==> src/rtl/pixel_sequencer.sv <==
// Frame sequencer for the pixel array: erase, expose, convert (Gray ramp) and
// row-by-row readout, with programmable exposure, abort, free-run and frame count.
`timescale 1ns/1ps
module pixel_sequencer #(
   parameter int ROWS            = 2,
   parameter int PIXEL_BITS      = 8,
   parameter int ERASE_CYCLES    = 5,
   parameter int ROW_READ_CYCLES = 5,
   parameter int EXPOSE_BITS     = 8,
   parameter int FRAME_CNT_BITS  = 16
) (
   input  logic                      CLK,
   input  logic                      RESET,
   input  logic                      START,
   input  logic                      CONTINUOUS,
   input  logic                      ABORT,
   input  logic [EXPOSE_BITS-1:0]    EXPOSE_TIME,
   output logic                      BUSY,
   output logic                      PIXEL_ERASE,
   output logic                      PIXEL_EXPOSE,
   output logic                      PIXEL_ANALOG_RAMP,
   output logic [PIXEL_BITS-1:0]     PIXEL_DIGITAL_RAMP,
   output logic [ROWS-1:0]           SENSOR_ROW_SELECT,
   output logic                      NEW_ROW,
   output logic                      FRAME_FINISHED,
   output logic [FRAME_CNT_BITS-1:0] FRAME_COUNT
);

   function automatic int max_int(input int a, input int b);
      return (a > b) ? a : b;
   endfunction

   localparam int PHASE_MAX = max_int(max_int(ERASE_CYCLES, ROW_READ_CYCLES),
                                      max_int(2**EXPOSE_BITS, 2**PIXEL_BITS));
   localparam int CW = $clog2(PHASE_MAX);
   localparam logic [CW-1:0] ERASE_LAST   = CW'(ERASE_CYCLES - 1);
   localparam logic [CW-1:0] CONVERT_LAST = CW'(2**PIXEL_BITS - 1);
   localparam logic [CW-1:0] ROW_LAST     = CW'(ROW_READ_CYCLES - 1);

   typedef enum logic [2:0] {
      S_IDLE    = 3'd0,
      S_ERASE   = 3'd1,
      S_EXPOSE  = 3'd2,
      S_CONVERT = 3'd3,
      S_READ    = 3'd4
   } state_t;

   state_t                    state_reg, state_next;
   logic [CW-1:0]             cnt_reg, cnt_next;
   logic [EXPOSE_BITS-1:0]    exp_reg, exp_next;
   logic                      busy_reg, busy_next;
   logic                      erase_reg, erase_next;
   logic                      expose_reg, expose_next;
   logic                      ramp_en_reg, ramp_en_next;
   logic [PIXEL_BITS-1:0]     ramp_reg, ramp_next;
   logic [ROWS-1:0]           row_sel_reg, row_sel_next;
   logic                      new_row_reg, new_row_next;
   logic                      finished_reg, finished_next;
   logic [FRAME_CNT_BITS-1:0] count_reg, count_next;

   logic                      abort_hit;
   logic                      row_last;
   logic                      frame_last;
   logic [CW-1:0]             expose_last;
   logic [PIXEL_BITS-1:0]     ramp_bin;
   logic [PIXEL_BITS-1:0]     ramp_gray;

   assign abort_hit   = ABORT && (state_reg != S_IDLE);
   assign row_last    = (cnt_reg == ROW_LAST);
   assign frame_last  = (state_reg == S_READ) && row_last && row_sel_reg[ROWS-1];
   // A latched exposure of 0 behaves like 1: the phase ends at count 0 either way.
   assign expose_last = (exp_reg == '0) ? '0 : CW'(exp_reg) - CW'(1);

   // Gray code of the ramp value the counter will hold next cycle.
   assign ramp_bin = cnt_next[PIXEL_BITS-1:0];
   generate
      for (genvar gi = 0; gi < PIXEL_BITS - 1; gi++) begin : g_gray
         assign ramp_gray[gi] = ramp_bin[gi] ^ ramp_bin[gi+1];
      end
   endgenerate
   assign ramp_gray[PIXEL_BITS-1] = ramp_bin[PIXEL_BITS-1];

   always_ff @(posedge CLK or posedge RESET) begin
      if (RESET) begin
         state_reg    <= S_IDLE;
         cnt_reg      <= '0;
         exp_reg      <= '0;
         busy_reg     <= 1'b0;
         erase_reg    <= 1'b0;
         expose_reg   <= 1'b0;
         ramp_en_reg  <= 1'b0;
         ramp_reg     <= '0;
         row_sel_reg  <= '0;
         new_row_reg  <= 1'b0;
         finished_reg <= 1'b0;
         count_reg    <= '0;
      end else begin
         state_reg    <= state_next;
         cnt_reg      <= cnt_next;
         exp_reg      <= exp_next;
         busy_reg     <= busy_next;
         erase_reg    <= erase_next;
         expose_reg   <= expose_next;
         ramp_en_reg  <= ramp_en_next;
         ramp_reg     <= ramp_next;
         row_sel_reg  <= row_sel_next;
         new_row_reg  <= new_row_next;
         finished_reg <= finished_next;
         count_reg    <= count_next;
      end
   end

   always_comb begin
      state_next = state_reg;
      case (state_reg)
         S_IDLE:    if (START && !ABORT)             state_next = S_ERASE;
         S_ERASE:   if (cnt_reg == ERASE_LAST)       state_next = S_EXPOSE;
         S_EXPOSE:  if (cnt_reg == expose_last)      state_next = S_CONVERT;
         S_CONVERT: if (cnt_reg == CONVERT_LAST)     state_next = S_READ;
         S_READ:    if (frame_last)                  state_next = CONTINUOUS ? S_ERASE : S_IDLE;
         default:                                    state_next = S_IDLE;
      endcase
      if (abort_hit) state_next = S_IDLE;

      // One counter serves every phase; in READ it wraps once per row.
      if (state_next != state_reg || state_next == S_IDLE)
         cnt_next = '0;
      else if (state_reg == S_READ && row_last)
         cnt_next = '0;
      else
         cnt_next = cnt_reg + CW'(1);
   end

   always_comb begin
      busy_next     = (state_next != S_IDLE);
      erase_next    = (state_next == S_ERASE);
      expose_next   = (state_next == S_EXPOSE);
      ramp_en_next  = (state_next == S_CONVERT);

      ramp_next = ramp_reg;
      if (abort_hit || state_next == S_ERASE)
         ramp_next = '0;
      else if (state_next == S_CONVERT)
         ramp_next = ramp_gray;

      row_sel_next = '0;
      if (state_next == S_READ) begin
         if (state_reg != S_READ)
            row_sel_next = ROWS'(1);
         else if (row_last)
            row_sel_next = row_sel_reg << 1;
         else
            row_sel_next = row_sel_reg;
      end
      new_row_next  = (state_next == S_READ) && ((state_reg != S_READ) || row_last);

      finished_next = frame_last && !ABORT;
      count_next    = count_reg + FRAME_CNT_BITS'(finished_next);

      exp_next = exp_reg;
      if (state_next == S_ERASE && state_reg != S_ERASE)
         exp_next = EXPOSE_TIME;
   end

   assign BUSY               = busy_reg;
   assign PIXEL_ERASE        = erase_reg;
   assign PIXEL_EXPOSE       = expose_reg;
   assign PIXEL_ANALOG_RAMP  = ramp_en_reg;
   assign PIXEL_DIGITAL_RAMP = ramp_reg;
   assign SENSOR_ROW_SELECT  = row_sel_reg;
   assign NEW_ROW            = new_row_reg;
   assign FRAME_FINISHED     = finished_reg;
   assign FRAME_COUNT        = count_reg;

endmodule
==> config.mk <==
export PLATFORM = sky130hd
export DESIGN_NAME = pixel_sequencer
export DESIGN_NICKNAME = d
export VERILOG_FILES = /design/src/rtl/pixel_sequencer.sv
export SDC_FILE = /design/constraint.sdc
export NUM_CORES = 1
export LEC_CHECK = 0
export CORE_MARGIN = 2
export CORE_UTILIZATION = 40
export CTS_BUF_LIST = sky130_fd_sc_hd__clkbuf_8 sky130_fd_sc_hd__clkbuf_16
export DETAILED_ROUTE_END_ITERATION = 10
export HOLD_SLACK_MARGIN = 0.02
export MAX_ROUTING_LAYER = met4
export PLACE_DENSITY = 0.6
export SYNTH_ARGS = -nofsm -noshare
export SYNTH_HDL_FRONTEND = slang
export SYNTH_SLANG_ARGS = --single-unit
==> constraint.sdc <==
create_clock -name CLK -period 3 [get_ports CLK]
set_input_delay 0.9 -clock CLK [delete_from_list [all_inputs] [get_ports CLK]]
set_output_delay 0.9 -clock CLK [all_outputs]
set_load 0.1 [all_outputs]
==> flow_metrics.tcl, run 1 <==
set metrics [dict create \
    dr_wl_met2_um 2821 \
    path_clk_slew_ns 0.09 \
    numCtsBuffers 5 \
    ys_types 53 \
    pwr-share-seq 0.436 \
    cts-resized-gates 0 \
    p_switching_uw 730.1 \
    fin_crit_sh 0.9426 \
    worstSetupPathType "register to register" \
    hold_viol_final 0 \
    hp-class "register to register" \
    cts_hold_buf 0 \
    h-tree-depth 2 \
    drv_cap 0 \
    sw_frac_of_total 0.3614 \
    grt_remaining_overflow 0 \
    avgSynthCellArea_um2 10.13 \
    layout-drive-gt1-share 0.2349 \
    rows 30 \
    die_x_um 87.15 \
    synth-main-ff-cell "dfrtp_1" \
    synth-seq-cells 51 \
    async_flop_share 1.000 \
    drcViolationCount 0 \
    worst_pin_slew_ns 0.5068 \
    wl_met1_um 2742 \
    grt_pass1_vias 2138 \
    synth_edf_count 0 \
    setup_viol 0 \
    fp.dieArea_mm2 0.007594 \
    viasPerCell 5.434 \
    netlist_area_mm2 0.002765 \
    internal_power_uw 1290 \
    ff2ff_setup_slack_ns 0.17 \
    combPwrFrac 0.348 \
    rsz0062_at_grt "false" \
    cts_tree "yes" \
    worst-path-max-fanout 8 \
    grt_max_degree 30 \
    fmax_mhz 353.6 \
    cp_data_arrival_time_ns 3.02 \
    dr_wl_met3_um 217 \
    core_mm2 0.006756 \
    post_layout_nonfiller_instances 412 \
    slew_viol_final 0 \
    start_util 0.4093 \
    end_kind "register" \
    clk_path_buf_depth 2 \
    pin_count 45 \
    grtUsageTotal 0.1706 \
    dr.first_iter.drc_count 61 \
    relSlewSlack 0.6617 \
    clock_skew_ns 0.007088 \
    final.setup.tns_ns 0 \
    cellLeakagePower_uw 0.001581 \
    status "completed" \
    final_util 0.5070 \
    routabilityCongestion 0.8406 \
    worstSkewPairLatency_ns 0.30 \
    grt_pass1_wl_um 10020 \
    post-route-min-period_ns 2.828 \
    dp.cells 403 \
    nets 349 \
    p_total_uw 2020 \
    ys.warnings.count 0 \
    final_cell_mix "dfrtp_1, buf_4, nand2_1, a21oi_1, xnor2_1" \
    power.clock.fraction 0.216 \
    n_antenna_cell 0 \
    dp_hpwl_um 4387 \
    grt_antenna_before_repair 0 \
    holdWs_ns 0.4806 \
    cts_root_buffer "clkbuf_8" \
    synthCells 273 \
    cp-start-kind "register" \
    top_layer "met4" \
    wirelength_um 5805 \
    crit_required_ns 3.20 \
    layout.cells.most_common "dfrtp_1" \
    synth_nets 291 \
    via_count 2239 \
    io_buffers 44 \
    largest_reg_flops 16 \
    die_h_um 87.15 \
    wl_per_cell_um 14.09 \
    syn2layout_area_growth_pct 23.89 \
    synth-seq-area-share 0.4615 \
    clock-sinks 51 \
    final_antenna_net_count 0 \
    drt_first_pass_iters 4 \
    power_density_mw_per_mm2 589.7 \
    ir_worst_vdd_uv 401.5 \
]
synth_stat cells, types with 2 or more instances:
cell | number | area (um^2)
nor2_1 | 8 | 30.03
nand3_1 | 17 | 85.08
mux2i_1 | 2 | 20.02
nor2b_1 | 2 | 12.51
dfrtp_1 | 51 | 1276
buf_2 | 2 | 10.01
or3_1 | 2 | 12.51
a21boi_0 | 4 | 30.03
xnor2_1 | 20 | 175.2
ha_1 | 5 | 62.56
or2_2 | 2 | 12.51
clkbuf_1 | 8 | 30.03
inv_1 | 11 | 41.29
nor3b_1 | 3 | 22.52
mux2_2 | 8 | 90.09
o32ai_1 | 2 | 17.52
a32o_1 | 3 | 30.03
nand2b_1 | 4 | 25.02
nor4b_1 | 3 | 26.28
nor3_1 | 6 | 30.03
and3_1 | 6 | 37.54
o211ai_1 | 6 | 45.04
xor2_1 | 11 | 96.34
a31oi_1 | 3 | 18.77
nand2_1 | 27 | 101.4
a21oi_1 | 20 | 100.1
and4_1 | 3 | 26.28
a22o_1 | 2 | 17.52
o21ai_0 | 8 | 40.04
metrics by stage:
| stage | cell area (um^2) | setup slack (ns) |
|---|---|---|
| 2_1_floorplan | 2765 | 0.1982 |
| 3_3_place_gp | 3314 | 0.1397 |
| 3_5_place_dp | 3314 | 0.07150 |
| 4_1_cts | 3418 | 0.1577 |
| 5_1_grt | 3426 | 0.03394 |
| 6_report | 3426 | 0.1721 |
layer usage:
layer	global-route usage	vias to the layer above
li1	-	1089
met1	0.2252	1098
met2	0.2679	50
met3	0.03318	2
met4	0.05035	0
met5	-	-
timing repair:
item	in CTS	in global routing
hold endpoints to repair	0	0
setup buffers	0	1
setup endpoints to repair	0	3
critical path, cell delays in order (launching register included):
cell and delay, ns:
dfrtp_1 0.44, inv_1 0.08, ha_1 0.21, nor3b_4 0.36
a22oi_1 0.15, o32ai_1 0.36, o21ai_1 0.14, or4b_1 0.68
a32o_1 0.31
power groups by stage:
stage | Combinational [uW] | Sequential [uW] | Clock (uW)
2_1_floorplan | 497 | 921 | 0
3_3_place_gp | 686 | 890 | 0
3_5_place_dp | 700 | 893 | 0
4_1_cts | 705 | 880 | 453
5_1_grt | 780 | 896 | 480
6_report | 703 | 880 | 437
layout make-up:
type,instances,area [um^2]
clock buffer,7,96.34
multi-input combinational,200,1396
inverter,11,41.29
clock inverter,1,7.507
timing repair buffer,62,508.0
tap,80,100.1
sequential,51,1276
fill,665,3331
logic make-up after synthesis:
family                   Yosys count  share of synthesized area
AND/OR/NAND/NOR                   97                     0.2104
AO/OA/AOI/OAI                     57                     0.1339
flip-flops                        51                     0.4615
XOR/XNOR                          31                    0.09819
buffers and inverters             22                    0.03348
multiplexers                      10                    0.03982
adder cells (fa/ha/maj)            5                    0.02262
worst paths after layout:
| check | cells after the start | start | end |
|---|---|---|---|
| min in group asynchronous | 2 | RESET | exp_reg[0] |
| max in group asynchronous | 3 | RESET | FRAME_COUNT[3] |
| worst min register to register | 1 | FRAME_COUNT[15] | FRAME_COUNT[15] |
| worst min-delay path | 1 | FRAME_COUNT[15] | FRAME_COUNT[15] |
| worst max register to register | 8 | exp_reg[1] | PIXEL_DIGITAL_RAMP[7] |
| worst max-delay path | 8 | exp_reg[1] | PIXEL_DIGITAL_RAMP[7] |
Note: power is estimated with default switching activity, not from simulation.
==> run 2, diff against run 1 <==
--- a/config.mk
+++ b/config.mk
@@ -12,6 +12,7 @@
 export HOLD_SLACK_MARGIN = 0.02
 export MAX_ROUTING_LAYER = met4
 export PLACE_DENSITY = 0.6
+export SKIP_CTS_REPAIR_TIMING = 1
 export SYNTH_ARGS = -nofsm -noshare
 export SYNTH_HDL_FRONTEND = slang
 export SYNTH_SLANG_ARGS = --single-unit
==> results of run 2 <==
Final layout, timing and power as in run 1 (identical DEF).
==> run 3, diff against run 2 <==
--- a/config.mk
+++ b/config.mk
@@ -5,9 +5,11 @@
 export SDC_FILE = /design/constraint.sdc
 export NUM_CORES = 1
 export LEC_CHECK = 0
+export ABC_CLOCK_PERIOD_IN_PS = 3000
 export CORE_MARGIN = 2
 export CORE_UTILIZATION = 40
 export CTS_BUF_LIST = sky130_fd_sc_hd__clkbuf_8 sky130_fd_sc_hd__clkbuf_16
+export CTS_CLUSTER_DIAMETER = 80
 export DETAILED_ROUTE_END_ITERATION = 10
 export HOLD_SLACK_MARGIN = 0.02
 export MAX_ROUTING_LAYER = met4
==> results of run 3 <==
Final layout, timing and power as in run 1 (identical DEF).
